==> config.mk <==
export PLATFORM = sky130hd
export DESIGN_NAME = driver_motores
export DESIGN_NICKNAME = d
export VERILOG_FILES = /design/src/rtl/robo_pkg.sv /design/src/rtl/gerador_pwm.sv /design/src/rtl/driver_motores.sv
export SDC_FILE = /design/constraint.sdc
export NUM_CORES = 1
export LEC_CHECK = 0
export ABC_CLOCK_PERIOD_IN_PS = 4550
export BUFFER_PORTS_ARGS = -buffer_cell sky130_fd_sc_hd__buf_2
export CORE_MARGIN = 5
export CORE_UTILIZATION = 63
export CTS_CLUSTER_DIAMETER = 40
export DETAILED_ROUTE_END_ITERATION = 12
export HOLD_SLACK_MARGIN = 0.08
export PLACE_DENSITY_LB_ADDON = 0.05
export SYNTH_ARGS = -nofsm -noshare
export SYNTH_HDL_FRONTEND = slang
export SYNTH_HIERARCHICAL = 1
export SYNTH_SLANG_ARGS = --single-unit
==> constraint.sdc <==
create_clock -name clock -period 4.55 [get_ports clock]
set_input_delay 0.91 -clock clock [delete_from_list [all_inputs] [get_ports clock]]
set_output_delay 0.91 -clock clock [all_outputs]
set_load 0.01 [all_outputs]
==> src/rtl/robo_pkg.sv <==
// robo_pkg: shared command, state and direction encodings for the robot motor stage
package robo_pkg;
    localparam logic [1:0] CMD_PARADO = 2'b00;
    localparam logic [1:0] CMD_FRENTE = 2'b10;
    localparam logic [1:0] CMD_GIRO   = 2'b01;
    localparam logic DIR_FRENTE = 1'b1;
    localparam logic DIR_RE     = 1'b0;
    typedef enum logic [1:0] {PARADO, ACELERANDO, CRUZEIRO, PAUSA} estado_t;
    // the illegal 11 command means stop
    function automatic logic [1:0] decodifica(input logic [1:0] c);
        return (c == 2'b11) ? CMD_PARADO : c;
    endfunction
endpackage

==> src/rtl/gerador_pwm.sv <==
// gerador_pwm: free-running PWM counter with clear, wrap flag and duty compare
module gerador_pwm #(
    parameter int PWM_BITS = 8
) (
    input  logic                clock,
    input  logic                reset,
    input  logic                clr,
    input  logic                en,
    input  logic [PWM_BITS-1:0] duty,
    output logic                wrap,
    output logic                pwm
);
    localparam logic [PWM_BITS-1:0] UM = 1;
    logic [PWM_BITS-1:0] cnt_q, cnt_d;
    // clear restarts the period so a new command begins with a full high phase
    always_comb cnt_d = clr ? '0 : cnt_q + UM;
    // counter register
    always_ff @(posedge clock or posedge reset)
        if (reset) cnt_q <= '0;
        else       cnt_q <= cnt_d;
    assign wrap = &cnt_q;
    assign pwm  = en && (cnt_q < duty);
endmodule

==> src/rtl/driver_motores.sv <==
// driver_motores: differential-drive motor stage with soft-start ramp and dead-time coast
module driver_motores
    import robo_pkg::*;
#(
    parameter int PWM_BITS    = 8,
    parameter int RAMP_STEP   = 4,
    parameter int DUTY_MAX    = 200,
    parameter int DEAD_CYCLES = 16
) (
    input  logic                clock,
    input  logic                reset,
    input  logic                avancar,
    input  logic                girar,
    output logic                pwm_esq,
    output logic                pwm_dir,
    output logic                dir_esq,
    output logic                dir_dir,
    output logic [PWM_BITS-1:0] duty,
    output logic                ocupado
);
    localparam int DW = $clog2(DEAD_CYCLES + 1);
    localparam logic [PWM_BITS:0]   STEP_X    = (PWM_BITS+1)'(RAMP_STEP);
    localparam logic [PWM_BITS:0]   MAX_X     = (PWM_BITS+1)'(DUTY_MAX);
    localparam logic [PWM_BITS-1:0] DUTY_TOPO = PWM_BITS'(DUTY_MAX);
    localparam logic [PWM_BITS-1:0] DUTY_INI  = (RAMP_STEP >= DUTY_MAX) ? DUTY_TOPO : PWM_BITS'(RAMP_STEP);
    localparam logic [DW-1:0]       DEAD_INI  = DW'(DEAD_CYCLES - 1);
    localparam logic [DW-1:0]       DEAD_UM   = 1;

    estado_t             estado_q, estado_d;
    logic [1:0]          cmd_q, cmd_d, cmd_ativo_q, cmd_ativo_d, cmd_n;
    logic [PWM_BITS-1:0] duty_q, duty_d;
    logic [DW-1:0]       dead_q, dead_d;
    logic                dir_esq_q, dir_esq_d, dir_dir_q, dir_dir_d;
    logic [PWM_BITS:0]   soma;
    logic                clr, wrap, pwm, pwm_en, partida;

    // next state: command change coasts first, ramp advances on wrap, start from rest or after coast
    always_comb begin
        cmd_d       = {avancar, girar};
        cmd_n       = decodifica(cmd_q);
        soma        = {1'b0, duty_q} + STEP_X;
        estado_d    = estado_q;
        cmd_ativo_d = cmd_ativo_q;
        duty_d      = duty_q;
        dead_d      = dead_q;
        dir_esq_d   = dir_esq_q;
        dir_dir_d   = dir_dir_q;
        partida     = 1'b0;
        case (estado_q)
            PARADO: partida = (cmd_n != CMD_PARADO);
            ACELERANDO, CRUZEIRO:
                if (cmd_n != cmd_ativo_q) begin
                    estado_d = PAUSA;
                    duty_d   = '0;
                    dead_d   = DEAD_INI;
                end else if (estado_q == ACELERANDO && wrap) begin
                    duty_d   = (soma >= MAX_X) ? DUTY_TOPO : soma[PWM_BITS-1:0];
                    estado_d = (duty_d == DUTY_TOPO) ? CRUZEIRO : ACELERANDO;
                end
            PAUSA:
                if (dead_q != '0) dead_d = dead_q - DEAD_UM;
                else if (cmd_n == CMD_PARADO) estado_d = PARADO;
                else partida = 1'b1;
            default: estado_d = PARADO;
        endcase
        if (partida) begin
            estado_d    = ACELERANDO;
            cmd_ativo_d = cmd_n;
            duty_d      = DUTY_INI;
            dir_esq_d   = DIR_FRENTE;
            dir_dir_d   = (cmd_n == CMD_GIRO) ? DIR_RE : DIR_FRENTE;
        end
        clr = partida;
    end

    // state, command and direction registers
    always_ff @(posedge clock or posedge reset)
        if (reset) begin
            estado_q    <= PARADO;
            cmd_q       <= CMD_PARADO;
            cmd_ativo_q <= CMD_PARADO;
            duty_q      <= '0;
            dead_q      <= '0;
            dir_esq_q   <= DIR_FRENTE;
            dir_dir_q   <= DIR_FRENTE;
        end else begin
            estado_q    <= estado_d;
            cmd_q       <= cmd_d;
            cmd_ativo_q <= cmd_ativo_d;
            duty_q      <= duty_d;
            dead_q      <= dead_d;
            dir_esq_q   <= dir_esq_d;
            dir_dir_q   <= dir_dir_d;
        end

    assign pwm_en = (estado_q == ACELERANDO) || (estado_q == CRUZEIRO);

    gerador_pwm #(.PWM_BITS(PWM_BITS)) u_pwm (
        .clock(clock),
        .reset(reset),
        .clr  (clr),
        .en   (pwm_en),
        .duty (duty_q),
        .wrap (wrap),
        .pwm  (pwm)
    );

    assign pwm_esq = pwm;
    assign pwm_dir = pwm;
    assign dir_esq = dir_esq_q;
    assign dir_dir = dir_dir_q;
    assign duty    = duty_q;
    assign ocupado = (estado_q == ACELERANDO) || (estado_q == PAUSA);
endmodule

==> results by group, run 1 <==
Outcome
  • Outcome: completed

Timing
  • Minimum period implied by the final worst setup slack: 3.04 ns
  • Number of endpoints with negative hold slack in the final report: 0
  • Timing-limited maximum frequency: 0.329 GHz
  • Post-Route Skew: 0.00195 ns
  • Worst Max-Slew Pin Slew: 0.768 ns
  • Final setup fails: 0
  • Relative slew margins: 0.488
  • Final Cycle Share: 0.668
  • Setup Total Neg Slack: 0 ns
  • Max-slew violation count: 0
  • Unrepaired setup endpoints after global routing: false

Synthesis
  • Share of the synthesized area in the top cell type: 0.368
  • Synth Instances: 205
  • Sequential element share of the synthesized area: 0.382
  • Library cell with the largest summed area after synthesis: sky130_fd_sc_hd__dfrtp_1
  • Post-synth EDFFs: 0
  • Syn nets: 227
  • Proportion of synthesized flip-flops having asynchronous set or reset: 1.00
  • Most frequently used flop master after synthesis: sky130_fd_sc_hd__dfrtp_1
  • Number of unique standard cell types used by synthesis: 49
  • Synthesis-stage register bit count: 28
  • Number of synthesis warnings: 6
  • Cell area after synthesis: 1840 sq um
  • Average size of a mapped cell: 8.95 sq um
  • Largest cells by area after synthesis: sky130_fd_sc_hd__dfrtp_1 37%, sky130_fd_sc_hd__ha_1 12%, sky130_fd_sc_hd__nand3_1 4.6%

Critical path
  • Cell chain of the critical path: inv_1, ha_1, a211oi_1, o21ai_0, a221oi_1, buf_2
  • Kind of end point of the critical path: output port
  • Critical Path Start: duty[3]$_DFFE_PP0P_
  • Worst setup SP type: flip-flop
  • Crit Path Category: reg2out
  • Worst EP required: 3.64 ns
  • Worst reg2reg path startpoint: cmd_q[0]$_DFF_PP0_
  • Critical Path AT: 2.13 ns
  • Maximum cell stage delay along the critical path: 0.53 ns
  • Maximum fanout encountered on the critical timing path: 10
  • Slowest-stage cell, CP: sky130_fd_sc_hd__dfrtp_1

Layout
  • Fill count: 226
  • Area growth syn-to-layout: 5.39%
  • Fraction of layout cells with a size suffix above 1: 0.111
  • Total area of multi-input combinational cells: 1010 sq um
  • Number of diodes: 0
  • Net count, final: 239
  • Final design area excluding fillers: 1930 sq um
  • Area taken by flip-flops and latches: 702 sq um

GRT
  • Via count of the first global-routing pass: 1527
  • Number of antenna violations at the first check in global routing: 0
  • Global router's overall resource usage: 0.191
  • Global-route wire length before repair: 6.49 mm
  • Pin count of the biggest net entering global routing: 21
  • Grt total ovfl: 0

Die
  • Number of placed I/O pins: 17
  • Placeable Area: 2780 sq um
  • Starting density of the core: 0.660
  • Width of the chip: 64.0 um
  • Floorplan row count: 19
  • Height of the die: 64.0 um
  • Die ar.: 4090 sq um

Clock network
  • Worst-case clock buffer depth: 2
  • Skew-Pair Late Insertion Delay: 0.32 ns
  • Post-CTS setup-driven buffer insertion count: 0
  • Clock-pin slew reported for the worst setup and hold paths after clock tree synthesis: 0.14 ns
  • Hold_buf cts: 0
  • Post-CTS Resized: 0
  • Number of H-tree levels: 1
  • Clock root buffer master: sky130_fd_sc_hd__clkbuf_4
  • Inserted Clock Buffers: 3
  • TritonCTS clock tree: done
  • Clk sinks: 28

Routing
  • Remaining antenna violation count after routing: 0
  • Initial DRC Count: 95
  • Routed wire length: 3.65 mm
  • Average routed wire per standard cell: 14.8 um
  • Via/cell ratio: 6.07
  • DRC Markers: 0
  • Total number of vias: 1500
  • First drt pass iteration count: 4

Run
  • Max Cap Violations: 0

Place
  • Post-placement cell area: 1910 sq um
  • GPL Wtd Cong: 0.878
  • Number of buffer cells added on primary ports: 15
  • Total half-perimeter wirelength after legalization and detailed placement: 2.82 mm

Min path
  • Min-Delay Path Class: reg2reg
  • Hold Startpoint: dir_dir$_DFFE_PP1P_

Power
  • Worst-case vdd ir drop: 0.438 mV
  • Pwr/cell area: 539 nW/um^2
  • Pleak: 0.889 nW
## power breakdown
| group | total [mW] | internal (mW) | switching (mW) |
|---|---|---|---|
| logic | 0.548 | 0.224 | 0.324 |
| clock network | 0.105 | 0.0344 | 0.0711 |
| registers | 0.389 | 0.316 | 0.0732 |
| total | 1.04 | 0.575 | 0.468 |
## Yosys cell counts, types with 2 or more instances
library cell / instances
sky130_fd_sc_hd__dfrtp_1: 27
sky130_fd_sc_hd__inv_1: 22
sky130_fd_sc_hd__ha_1: 18
sky130_fd_sc_hd__nand2_1: 18
sky130_fd_sc_hd__nand3_1: 17
sky130_fd_sc_hd__nor2_1: 13
sky130_fd_sc_hd__a21oi_1: 11
sky130_fd_sc_hd__o21ai_0: 6
sky130_fd_sc_hd__xor2_1: 5
sky130_fd_sc_hd__nand4_1: 4
sky130_fd_sc_hd__or3_1: 4
sky130_fd_sc_hd__a211oi_1: 3
sky130_fd_sc_hd__a31oi_1: 3
sky130_fd_sc_hd__and3_1: 3
sky130_fd_sc_hd__buf_2: 3
sky130_fd_sc_hd__clkbuf_1: 3
sky130_fd_sc_hd__nand2b_1: 3
sky130_fd_sc_hd__nor3_1: 3
sky130_fd_sc_hd__xnor2_1: 3
sky130_fd_sc_hd__a21o_1: 2
sky130_fd_sc_hd__a22o_1: 2
sky130_fd_sc_hd__a41oi_1: 2
sky130_fd_sc_hd__and2_1: 2
sky130_fd_sc_hd__buf_4: 2
sky130_fd_sc_hd__nand4b_1: 2
## cell families after synthesis
kind of cell    synth area share
simple gates               0.213
compound gates             0.174
flops                      0.382
fa+ha+maj                  0.123
xor+xnor                  0.0382
buf+inv                   0.0675
other cells              0.00204
## registers in the layout, summed over array words and instances (netlist names)
signal       count
dir_dir          1
cmd_q            2
duty             8
u_pwm/cnt_q      8
cmd_ativo_q      2
dead_q           5
estado_q         2
## critical path, delay by kind of cell (launching register included)
kind / cells / cell delay [ns]
fa+ha+maj: 1 / 0.32
flops: 1 / 0.53
buf+inv: 2 / 0.27
compound gates: 3 / 0.68
## per-stage QoR
stage | power (mW) | setup slack (ns) | hold WS (ns) | utilization | std cells
6_report | 1.04 | 1.51 | 0.489 | 0.695 | 247
5_1_grt | 1.15 | 1.34 | 0.495 | 0.695 | 247
4_1_cts | 1.05 | 1.52 | 0.492 | 0.695 | 247
3_5_place_dp | 0.937 | 1.90 | 0.473 | 0.686 | 243
3_3_place_gp | 0.911 | 1.98 | 0.467 | 0.686 | 243
2_1_floorplan | 0.807 | 1.78 | 0.446 | - | 205
## final timing paths
path,end,cells after the start,slack [ns]
hold reg to reg,dir_dir$_DFFE_PP1P_,2,0.49
setup reg to reg,duty[4]$_DFFE_PP0P_,6,2.45
min in group asynchronous,u_pwm/cnt_q[0]$_DFF_PP0_,2,0.51
hold / removal,dir_dir$_DFFE_PP1P_,2,0.49
setup / recovery,pwm_esq,6,1.51
max in group asynchronous,dead_q[2]$_DFFE_PP0P_,2,3.37
## layout make-up
cell class,instances,share of cell area
timing repair buffer,15,0.0388
inverter,22,0.0427
multi-input combinational,147,0.522
clock buffer,4,0.0136
sequential,28,0.363
tap,31,0.0201
## placed cells by master (no fill, tap or decap), types with 4 or more instances in the layout
cell type and instances:
sky130_fd_sc_hd__dfrtp_1 27, sky130_fd_sc_hd__inv_1 22, sky130_fd_sc_hd__nand2_1 18, sky130_fd_sc_hd__ha_1 18, sky130_fd_sc_hd__nand3_1 17, sky130_fd_sc_hd__buf_2 15
sky130_fd_sc_hd__nor2_1 13, sky130_fd_sc_hd__a21oi_1 11, sky130_fd_sc_hd__o21ai_0 6, sky130_fd_sc_hd__xor2_1 5, sky130_fd_sc_hd__or3_1 4, sky130_fd_sc_hd__nand4_1 4
## per-layer routing
| metal | wire [um] | global-route usage |
|---|---|---|
| met1 | 1560 | 0.231 |
| met2 | 1830 | 0.339 |
| met3 | 200 | 0.0403 |
| met4 | 59 | 0.0571 |
| met5 | 0 | 0 |
Note: power is estimated with default switching activity, not from simulation.
==> run 2, diff against run 1 <==
--- a/config.mk
+++ b/config.mk
@@ -5,10 +5,10 @@
 export SDC_FILE = /design/constraint.sdc
 export NUM_CORES = 1
 export LEC_CHECK = 0
-export ABC_CLOCK_PERIOD_IN_PS = 4550
+export ABC_CLOCK_PERIOD_IN_PS = 3000
 export BUFFER_PORTS_ARGS = -buffer_cell sky130_fd_sc_hd__buf_2
 export CORE_MARGIN = 5
-export CORE_UTILIZATION = 63
+export CORE_UTILIZATION = 59
 export CTS_CLUSTER_DIAMETER = 40
 export DETAILED_ROUTE_END_ITERATION = 12
 export HOLD_SLACK_MARGIN = 0.08
==> constraint.sdc (replaced) <==
create_clock -name clock -period 3 [get_ports clock]
set_input_delay 0.6 -clock clock [delete_from_list [all_inputs] [get_ports clock]]
set_output_delay 0.6 -clock clock [all_outputs]
set_load 0.01 [all_outputs]
==> run 2 against run 1 <==
  * Power up 54%
  * Final cell count grew 5.3%
  * Die area grew 5.7%
  * Core utilization decreased by 4.8 points
  * First-iteration DRC count down 4.2%
  * Critical path depth did not move
  * Clock-buffer cell count did not move
  * Clock power is 74% higher
  * Register-to-register slack worse by 1.6 ns
  * Via count rose by 1.3%
  * Wire length increased by 1.6%
  * Cell area up 1.4%
  * Highest routed layer unchanged
==> results by group, run 2 (same netlist as run 1, synthesis figures left out) <==
Routing
  • DRC Markers: 0 (unchanged)
  • Initial DRC Count: 91 (-4.2%)
  • Routed wire length: 3.71 mm (+1.6%)
  • Average routed wire per standard cell: 14.3 um (-3.5%)
  • Total number of vias: 1519 (+1.3%)
  • Via/cell ratio: 5.84 (-3.8%)
  • Remaining antenna violation count after routing: 0 (unchanged)
  • First drt pass iteration count: 4 (unchanged)

Critical path
  • Worst setup path endpoint: pwm_esq
  • Internal reg-to-reg setup slack: 0.90 ns (-1.55 ns)
  • Endpoint of the lowest-slack register-to-register path: duty[0]$_DFFE_PP0P_
  • Number of stages on the worst setup path: 6 (unchanged)
  • Critical Path AT: 2.16 ns (+0.03 ns)
  • Maximum cell stage delay along the critical path: 0.53 ns (about the same)
  • Maximum fanout encountered on the critical timing path: 10 (unchanged)
  • Worst setup SP type: flip-flop
  • Number of buffers and inverters on the critical path: 2 (unchanged)
  • Worst Reg2Reg Path Length in Cells: 6 (unchanged)
  • Worst EP required: 2.40 ns (-1.24 ns)
  • Gate family responsible for the most delay along the worst path: compound AO/OA/AOI/OAI gates
  • Worst reg2reg path startpoint: duty[2]$_DFFE_PP0P_
  • Slowest-stage cell, CP: sky130_fd_sc_hd__dfrtp_1
  • Crit Path Category: reg2out
  • Kind of end point of the critical path: output port
  • Cell chain of the critical path: inv_1, ha_1, a211oi_1, o21ai_0, a221oi_1, buf_2
  • Critical Path Start: duty[3]$_DFFE_PP0P_

GRT
  • Global router's overall resource usage: 0.188 (-0.00305)
  • Grt total ovfl: 0 (unchanged)
  • Via count of the first global-routing pass: 1514 (-0.85%)
  • Number of antenna violations at the first check in global routing: 0 (unchanged)
  • Pin count of the biggest net entering global routing: 21 (unchanged)
  • Global-route wire length before repair: 6.48 mm (-0.20%)

Timing
  • Final Cycle Share: 0.920
  • Unrepaired setup endpoints after global routing: false
  • Minimum period implied by the final worst setup slack: 2.76 ns
  • Max-slew violation count: 0 (unchanged)
  • Setup Total Neg Slack: 0 ns (unchanged)
  • Worst Max-Slew Pin Slew: 0.777 ns (+0.00881 ns)
  • Timing-limited maximum frequency: 0.362 GHz
  • Hold WS: 0.196 ns (-0.292 ns)
  • Number of endpoints with negative hold slack in the final report: 0 (unchanged)
  • Post-Route Skew: 0.00110 ns (-0.000849 ns)
  • Final setup fails: 0 (unchanged)
  • Relative slew margins: 0.482 (-0.00588)

Layout
  • Fraction of layout cells with a size suffix above 1: 0.116 (+0.00463)
  • Top library cells by usage in the layout, fill and taps aside: 27 x sky130_fd_sc_hd__dfrtp_1, 22 x sky130_fd_sc_hd__inv_1, 18 x sky130_fd_sc_hd__nand2_1, 18 x sky130_fd_sc_hd__ha_1, 17 x sky130_fd_sc_hd__nand3_1
  • Leading cell type in the layout, fill and taps excluded: sky130_fd_sc_hd__dfrtp_1
  • Area growth syn-to-layout: 6.82%
  • Net count, final: 239 (unchanged)
  • Number of diodes: 0 (unchanged)

Place
  • Number of buffer cells added on primary ports: 15 (unchanged)
  • Total half-perimeter wirelength after legalization and detailed placement: 2.84 mm (+0.74%)
  • GPL Wtd Cong: 0.877 (about the same)

Clock network
  • Skew-Pair Late Insertion Delay: 0.32 ns (about the same)
  • Hold_buf cts: 0 (unchanged)
  • Clk sinks: 28 (unchanged)
  • Worst-case clock buffer depth: 2 (unchanged)
  • Post-CTS setup-driven buffer insertion count: 0 (unchanged)
  • Post-CTS Resized: 0 (unchanged)
  • Clock root buffer master: sky130_fd_sc_hd__clkbuf_4
  • Inserted Clock Buffers: 3 (unchanged)
  • Number of H-tree levels: 1 (unchanged)
  • Clock-pin slew reported for the worst setup and hold paths after clock tree synthesis: 0.15 ns (about the same)
  • TritonCTS clock tree: done

Outcome
  • Outcome: completed

Die
  • Height of the die: 65.8 um (+2.8%)
  • Number of placed I/O pins: 17 (unchanged)
  • Floorplan row count: 20 (+1)
  • Die ar.: 4330 sq um (+5.7%)
  • Starting density of the core: 0.606 (-0.0537)
  • Placeable Area: 3030 sq um (+8.9%)
  • Width of the chip: 65.8 um (+2.8%)

Power
  • Worst-case vdd ir drop: 0.512 mV (+17%)
  • Pwr/cell area: 821 nW/um^2 (+52%)
  • Total power of the final layout: 1.61 mW (+54%)
  • Pleak: 0.895 nW (+0.68%)

Min path
  • Min-Delay Path Class: in2async

Run
  • Max Cap Violations: 0 (unchanged)
run 2: cell type report:
class / instances / area (sq um)
Timing Repair Buffer: 15 / 75.1
Tap cell: 44 / 55.1
Clock buffer: 4 / 36.3
Sequential cell: 28 / 702
Multi-Input combinational cell: 147 / 1010
Fill cell: 265 / 1070
Inverter: 22 / 82.6
run 2: worst min path at each step:
stage                         from                  endpoint  slack, ns  cells after the start
3_3_place_gp   dir_dir$_DFFE_PP1P_       dir_dir$_DFFE_PP1P_       0.47                      2
4_1_cts                      reset  u_pwm/cnt_q[0]$_DFF_PP0_       0.19                      2
2_1_floorplan                reset  u_pwm/cnt_q[0]$_DFF_PP0_       0.42                      1
3_5_place_dp   dir_dir$_DFFE_PP1P_       dir_dir$_DFFE_PP1P_       0.48                      2
6_report                     reset  u_pwm/cnt_q[0]$_DFF_PP0_       0.20                      2
5_1_grt                      reset  u_pwm/cnt_q[2]$_DFF_PP0_       0.19                      2
run 2: report_power, final:
part	internal [mW]	total (mW)	switching [mW]
combinational	0.341	0.837	0.496
clock	0.0742	0.183	0.109
sequential	0.479	0.590	0.110
total	0.894	1.61	0.715
run 2: through the flow:
stage / cells / instance area (sq um) / worst slack [ns] / util
2_1_floorplan: 205 / 1840 / 0.539 / -
3_5_place_dp: 256 / 1920 / 0.610 / 0.636
3_3_place_gp: 256 / 1920 / 0.732 / 0.636
5_1_grt: 260 / 1960 / 0.0697 / 0.648
6_report: 260 / 1960 / 0.239 / 0.648
4_1_cts: 260 / 1960 / 0.228 / 0.648
run 2: metal layers:
layer | track usage | share of wire | vias up
met2 | 0.329 | 0.50 | 36
li1 | - | - | 747
met4 | 0.0648 | 0.0067 | 0
met1 | 0.235 | 0.45 | 732
met3 | 0.0272 | 0.041 | 4
met5 | 0 | 0 | -
